[src/rtl/dsp_pkg.sv]
// Shared datapath package for the spatial filter adder tree and its output normaliser.
// Holds the default lane widths, the signed 24-bit saturation limits and the lane sample types.
package dsp_pkg;

  localparam int DEF_IN_W  = 25;
  localparam int DEF_OUT_W = 24;

  typedef logic signed [DEF_IN_W-1:0]  in_sample_t;
  typedef logic signed [DEF_OUT_W-1:0] out_sample_t;

  localparam out_sample_t OUT_MAX = {1'b0, {(DEF_OUT_W-1){1'b1}}};
  localparam out_sample_t OUT_MIN = {1'b1, {(DEF_OUT_W-1){1'b0}}};

endpackage

[src/rtl/dsp_norm_lane.sv]
// Combinational per-lane normalisation: round+shift ahead of stage 1, clamp+flag ahead of stage 2.
// The rounding adder exists only when DSP_NORM_ROUND_EN is defined; otherwise the shift truncates (floor).
module dsp_norm_lane
  import dsp_pkg::*;
#(
  parameter int IN_W    = DEF_IN_W,
  parameter int OUT_W   = DEF_OUT_W,
  parameter int SHIFT_W = 3
) (
  input  logic signed [IN_W-1:0]  sum,
  input  logic        [SHIFT_W-1:0] shift,
  output logic signed [IN_W:0]    shifted,
  input  logic signed [IN_W:0]    held,
  output logic signed [OUT_W-1:0] clamped,
  output logic                    sat
);

  // Clamp limits widened to the IN_W+1 intermediate so comparisons stay signed.
  localparam logic signed [IN_W:0] HI = {{(IN_W+2-OUT_W){1'b0}}, {(OUT_W-1){1'b1}}};
  localparam logic signed [IN_W:0] LO = {{(IN_W+2-OUT_W){1'b1}}, {(OUT_W-1){1'b0}}};

  function automatic logic signed [IN_W:0] round_shift(input logic signed [IN_W-1:0] x,
                                                       input logic [SHIFT_W-1:0] sh);
    logic signed [IN_W:0] t;
    t = {x[IN_W-1], x};
`ifdef DSP_NORM_ROUND_EN
    if (sh != '0) begin
      t = t + ({{IN_W{1'b0}}, 1'b1} << (sh - 1'b1));
    end
`endif
    return t >>> sh;
  endfunction

  function automatic logic signed [OUT_W-1:0] saturate(input logic signed [IN_W:0] v);
    if (v > HI) begin
      return {1'b0, {(OUT_W-1){1'b1}}};
    end else if (v < LO) begin
      return {1'b1, {(OUT_W-1){1'b0}}};
    end
    return v[OUT_W-1:0];
  endfunction

  function automatic logic out_of_range(input logic signed [IN_W:0] v);
    return (v > HI) || (v < LO);
  endfunction

  assign shifted = round_shift(sum, shift);
  assign clamped = saturate(held);
  assign sat     = out_of_range(held);

endmodule

[src/rtl/dsp_sum_normalizer.sv]
// Two-stage valid/ready normaliser at the end of the adder tree, with a saturation-event counter.
// Build option: define DSP_NORM_ROUND_EN for round-half-up; default build truncates.
module dsp_sum_normalizer
  import dsp_pkg::*;
#(
  parameter int IN_W    = DEF_IN_W,
  parameter int OUT_W   = DEF_OUT_W,
  parameter int SHIFT_W = 3,
  parameter int CNT_W   = 16
) (
  input  logic                    CLK,
  input  logic                    RST,
  input  logic                    IN_VALID,
  output logic                    IN_READY,
  input  logic signed [IN_W-1:0]  IN1,
  input  logic signed [IN_W-1:0]  IN2,
  input  logic [SHIFT_W-1:0]      SHIFT,
  output logic                    OUT_VALID,
  input  logic                    OUT_READY,
  output logic signed [OUT_W-1:0] OUT1,
  output logic signed [OUT_W-1:0] OUT2,
  output logic [1:0]              SAT_FLAG,
  output logic [CNT_W-1:0]        SAT_COUNT
);

  logic                    vld_p1, vld_p2;
  logic                    adv1, adv2;
  logic signed [IN_W-1:0]  lane_in    [2];
  logic signed [IN_W:0]    shifted    [2];
  logic signed [IN_W:0]    s1_p1      [2];
  logic signed [OUT_W-1:0] clamped    [2];
  logic [1:0]              sat_nxt;
  logic signed [OUT_W-1:0] out1_p2, out2_p2;
  logic [1:0]              flag_p2;
  logic [CNT_W-1:0]        cnt;

  function automatic logic [CNT_W-1:0] sat_add(input logic [CNT_W-1:0] c, input logic [1:0] f);
    logic [CNT_W:0] s;
    s = {1'b0, c} + (CNT_W+1)'(f[0]) + (CNT_W+1)'(f[1]);
    return s[CNT_W] ? {CNT_W{1'b1}} : s[CNT_W-1:0];
  endfunction

  assign lane_in[0] = IN1;
  assign lane_in[1] = IN2;

  for (genvar g = 0; g < 2; g++) begin : g_lane
    dsp_norm_lane #(
      .IN_W   (IN_W),
      .OUT_W  (OUT_W),
      .SHIFT_W(SHIFT_W)
    ) u_lane (
      .sum    (lane_in[g]),
      .shift  (SHIFT),
      .shifted(shifted[g]),
      .held   (s1_p1[g]),
      .clamped(clamped[g]),
      .sat    (sat_nxt[g])
    );
  end

  assign adv2     = !vld_p2 || OUT_READY;
  assign adv1     = !vld_p1 || adv2;
  assign IN_READY = adv1;

  // Stage 1: rounded, shifted lane sums
  always_ff @(posedge CLK) begin
    if (adv1) begin
      s1_p1[0] <= shifted[0];
      s1_p1[1] <= shifted[1];
    end
  end

  // Stage 2: clamped outputs, flags and event counter; frozen while the consumer stalls
  always_ff @(posedge CLK) begin
    if (RST) begin
      vld_p1  <= 1'b0;
      vld_p2  <= 1'b0;
      out1_p2 <= '0;
      out2_p2 <= '0;
      flag_p2 <= '0;
      cnt     <= '0;
    end else begin
      if (adv1) begin
        vld_p1 <= IN_VALID;
      end
      if (adv2) begin
        vld_p2  <= vld_p1;
        out1_p2 <= clamped[0];
        out2_p2 <= clamped[1];
        flag_p2 <= vld_p1 ? sat_nxt : 2'b00;
        if (vld_p1) begin
          cnt <= sat_add(cnt, sat_nxt);
        end
      end
    end
  end

  assign OUT_VALID = vld_p2;
  assign OUT1      = out1_p2;
  assign OUT2      = out2_p2;
  assign SAT_FLAG  = flag_p2;
  assign SAT_COUNT = cnt;

endmodule

[config.mk]
export PLATFORM = sky130hd
export DESIGN_NAME = dsp_sum_normalizer
export DESIGN_NICKNAME = d
export VERILOG_FILES = /design/src/rtl/dsp_pkg.sv /design/src/rtl/dsp_norm_lane.sv /design/src/rtl/dsp_sum_normalizer.sv
export SDC_FILE = /design/constraint.sdc
export NUM_CORES = 1
export LEC_CHECK = 0
export CORE_UTILIZATION = 51
export CTS_CLUSTER_DIAMETER = 120
export DETAILED_ROUTE_END_ITERATION = 8
export PLACE_DENSITY_LB_ADDON = 0.05
export SYNTH_ARGS = -nofsm -noshare
export SYNTH_HDL_FRONTEND = slang
export SYNTH_SLANG_ARGS = --single-unit
export TNS_END_PERCENT = 1
[constraint.sdc]
create_clock -name CLK -period 3.7 [get_ports CLK]
set_input_delay 1.11 -clock CLK [delete_from_list [all_inputs] [get_ports CLK]]
set_output_delay 1.11 -clock CLK [all_outputs]
set_load 0.01 [all_outputs]
# After elaboration in Yosys (flattened, before gate mapping)
# Memories as Yosys holds them, arrays and structs flattened.
# Cells that the tools add are included.
word_totals:
  latch_bits: 0
  inputBits: 57
  rom_bits: 0
  word_cells: 36
  ram_bits: 52
  n_memories: 1
  register_bits: 68
  out_inout_bits: 68
mem_list:
  columns: ["name", "depth", "word_bits", "rd", "rd_ports_with_merged_regs", "write_ports", "line_no", "text"]
  rows:
  - ["s1_p1", 2, 26, 2, 0, 2, "dsp_sum_normalizer.sv:30", "logic signed [IN_W:0] s1_p1 [2];"]
classes:
  muxes: 14
  addsub: 2
  reduce_logical: 7
  n_div: 0
  shift: 2
  n_eq_ne: 0
  magnitude_cmp: 4
  mul: 0
  n_bitwise: 0
ops:
  columns: ["op", "n"]
  rows:
  - ["2-to-1 mux 24 bit", 6]
  - ["> comparator 26 x 24 -> 1 bit, second input constant", 2]
  - ["less-than comparator 26 x 24 -> 1 bit, second input constant", 2]
  - [">>> shifter 25 x 3 -> 26 bit", 2]
  - ["adder 16 x 1 -> 17 bit", 1]
  - ["adder 17 x 1 -> 17 bit", 1]
  - ["2-to-1 mux 16 bit", 1]
  - ["2-to-1 mux 1 bit", 6]
  - ["logical OR 1 bit", 4]
  - ["logical NOT 1 bit", 2]
  - ["2-to-1 mux 2 bit", 1]
  - ["AND reduction 2 bit", 1]

# Logic depth before layout (Yosys ltp)
depth:
  ltp_word: 5
  mapped_depth: 10

# Modules after synthesis
# A second synthesis with hierarchy kept.
hier_totals:
  hier_cells: 741
  hier_area_um2: 6827.8
by_module_without_submodules:
  columns: ["module", "cells_per_inst", "n_inst", "area_each_um2"]
  rows:
  - ["dsp_sum_normalizer", 383, 1, 4230.3]
  - ["dsp_norm_lane", 179, 2, 1298.7]

# Worst setup path after synthesis
# No wires, ideal clock.
synth_timing:
  path_kind: "input port to output port"
  start: "input port OUT_READY"
  end: "output port IN_READY"
  cell_stages: 3
  arrival_ps: 2431
  required_ps: 2590
  slack_ps: 159
  path_cell_list: "nor2b_1 -> buf_4 -> nand2_1"
synth_between:
  elab_chain_cells: 2
synth_rtl:
  columns: ["item", "line_no", "text"]
  rows:
  - ["start: declaration", "dsp_sum_normalizer.sv:19", "input logic OUT_READY,"]
  - ["logical OR 1 bit", "dsp_sum_normalizer.sv:61", "assign adv2 = !vld_p2 || OUT_READY;"]
  - ["logical OR 1 bit", "dsp_sum_normalizer.sv:62", "assign adv1 = !vld_p1 || adv2;"]
  - ["end: declaration", "dsp_sum_normalizer.sv:14", "output logic IN_READY,"]
# Every way passes these cells.

# Worst setup path after layout
# Same ends and word-level chain as after synthesis.

==> results_dict.tcl <==
set metrics [dict create \
    final_core_util_pct 70.32 \
    setup_viol 0 \
    critical_path_class "in -> out" \
    io_pins 125 \
    reg2reg_slack_ns 1.22 \
    drt_iter0_drc 186 \
    drive_gt1_share_pct 15.44 \
    timing.rr.end "SAT_COUNT[6]$_SDFFE_PP0P_" \
    root_buffer "clkbuf_16" \
    arrival_ns 2.43 \
    wl_per_cell_microns 16.21 \
    nNetsFinal 739 \
    drc 0 \
    areaGrowthSynthToFinish_pct 32.55 \
    hold_start "OUT2[23]$_SDFFE_PP0N_" \
    worst_r2r_startpoint "s1_p1[0][25]$_DFFE_PP_" \
    slew_headroom_pct 27.95 \
    grt_pass1_vias 4323 \
    fin_worst_skew_ns 0.006237 \
    setup.worst_path.start "OUT_READY" \
    grt_first_pass_wirelength_mm 21.26 \
    critPathRequiredTime_ns 2.59 \
    path_max_fanout 2 \
    routed_via_density 5.546 \
    synth_area_sq_um 5827 \
    cp-start-kind "primary input" \
    rsz0062_at_grt "no" \
    tns_ns 0 \
    route.met3.wl_microns 744 \
    num_rows 38 \
    numClockSinks 118 \
    cts_resized 0 \
    outcome "finished, final reports clean" \
    syn_inst 571 \
    dieHeight_microns 108.9 \
    top_layer "met4" \
    synthesis.nets 630 \
    p_leak_nw 2.968 \
    antenna_found_initial 0 \
    finalPower_w 0.003824 \
    power.density_nw_per_um2 495.1 \
    wirelength_mm 13.50 \
    grt_max_degree 51 \
    hold_path_end "OUT2[23]$_SDFFE_PP0N_" \
    globalplace.congestion 0.9123 \
    maxCapViolations 0 \
    wl_met2_mm 6.566 \
    yosys_register_bits 118 \
    worstMarginPinSlew_ns 1.081 \
    cts_post_setup_buffers_inserted 0 \
    place_hpwl_mm 9.328 \
    layout_common_cells "clkdlybuf4s50_1, nor2_1, dfxtp_1" \
    dieArea_sq_um 11860 \
    vias 4620 \
    antenna_cells 0 \
    h-tree-depth 4 \
    fmax_mhz 282.8 \
    m1WireLength_mm 5.872 \
    start_util_pct 53.05 \
    final-max-slew-violation-count 0 \
    yosys-top-cells-area "edfxtp_1, dfxtp_1, mux2_2" \
    syn_area_per_cell_sq_um 10.20 \
    postPlaceCellArea_sq_um 7098 \
    coreArea_sq_um 10980 \
    portBuffers 124 \
    mostFrequentLayoutCell "clkdlybuf4s50_1" \
    synth_warnings 0 \
    whs_ns 0.4657 \
    postCtsHoldBufs 0 \
    clk_latency_ns 0.42 \
    numCtsBuffers 17 \
    fin_crit_ns 3.536 \
    ys_seq_area_share_pct 49.13 \
    synth_top_cell_by_area "edfxtp_1" \
    synth_top_area_share_pct 25.77 \
    min_period_over_period_pct 95.56 \
    critPathCaptureType "output pin" \
    dr.pass1.iters 5 \
    hold_depth 2 \
    grt.overflow.total 0 \
    ant_nets 0 \
    finalHoldViolations 0 \
    hold_path_class "reg -> reg" \
    dieWidth_microns 108.9 \
    ir_drop_v 0.0003110 \
    postLayoutCellArea_sq_um 7724 \
    rr_worst_depth 9 \
    path_clk_slew_ns 0.05 \
    cts_tree "yes" \
    synth.distinct_cells 43 \
    clockBufferDepth 2 \
    grt_usage_pct 24.10 \
]
worst max path at each step:
stage                          end  slack, ns
final                     IN_READY       0.16
after CTS                 IN_READY       0.15
after global placement    IN_READY       0.19
after floorplan           IN_READY       0.16
after global routing      IN_READY       0.13
after detailed placement  IN_READY       0.17
state kept, by name (all words and copies together), names as in the netlist:
signal,cells
vld_p1,1
OUT2,24
OUT1,24
SAT_FLAG,2
SAT_COUNT,16
OUT_VALID,1
s1_p1,50
cells in the mapped netlist (all sizes together):
cell and instances:
nand2b 1, nor2 76, nand3b 1, and4 1, fa 1, a311oi 1
mux2i 23, clkbuf 24, a211oi 5, and2 1, xor2 7, nand4 2
o21bai 6, edfxtp 50, nor2b 3, dfxtp 68, a2bb2oi 2, nand2 44
ha 1, mux4 19, o211ai 4, nor3 55, and2b 1, a41oi 1
o21ai 25, xnor2 6, inv 9, and4b 1, nand3 5, mux2 38
and3 1, a21oi 67, a31oi 1, buf 21
through the flow:
| stage | cells | setup slack (ns) |
|---|---|---|
| final | 833 | 0.1642 |
| after global routing | 833 | 0.1279 |
| after CTS | 833 | 0.1480 |
| after detailed placement | 801 | 0.1693 |
| after global placement | 801 | 0.1921 |
| after floorplan | 571 | 0.1591 |
cell type report:
cell class | count | area, sq um
clock inverter | 6 | 83.83
timing repair buffer | 135 | 1314
tap | 140 | 175.2
multi-input combinational | 399 | 2713
fill | 835 | 3259
clock buffer | 26 | 541.8
inverter | 9 | 33.78
sequential | 118 | 2863
report_power, final:
| part | switching (W) | total, W | internal, W |
|---|---|---|---|
| combinational | 0.000269 | 0.000578 | 0.000309 |
| sequential | 0.0000542 | 0.00155 | 0.00150 |
| clock | 0.000556 | 0.00170 | 0.00114 |
logic make-up (layout without fill, tap and decap cells):
logic type | count (synthesis) | count (layout) | synth area share, %
adder cells (fa/ha/maj) | 2 | 2 | 0.5583
AO/OA/AOI/OAI | 112 | 112 | 10.54
buffers and inverters | 54 | 176 | 4.402
XOR/XNOR | 13 | 13 | 1.954
AND/OR/NAND/NOR | 192 | 192 | 14.77
multiplexers | 80 | 80 | 18.64
flip-flops | 118 | 118 | 49.13
worst max-delay path, stage by stage:
cell and delay (ns):
clkdlybuf4s50_1 0.42, nor2b_1 0.21, nand2_2 0.16, clkdlybuf4s50_1 0.52
per-layer routing:
| layer | vias up | GRT usage (%) |
|---|---|---|
| li1 | 2278 | - |
| met1 | 2167 | 30.17 |
| met2 | 146 | 38.77 |
| met3 | 29 | 5.918 |
| met4 | 0 | 12.07 |
| met5 | - | 0 |
(Power assumes the default switching activity.)
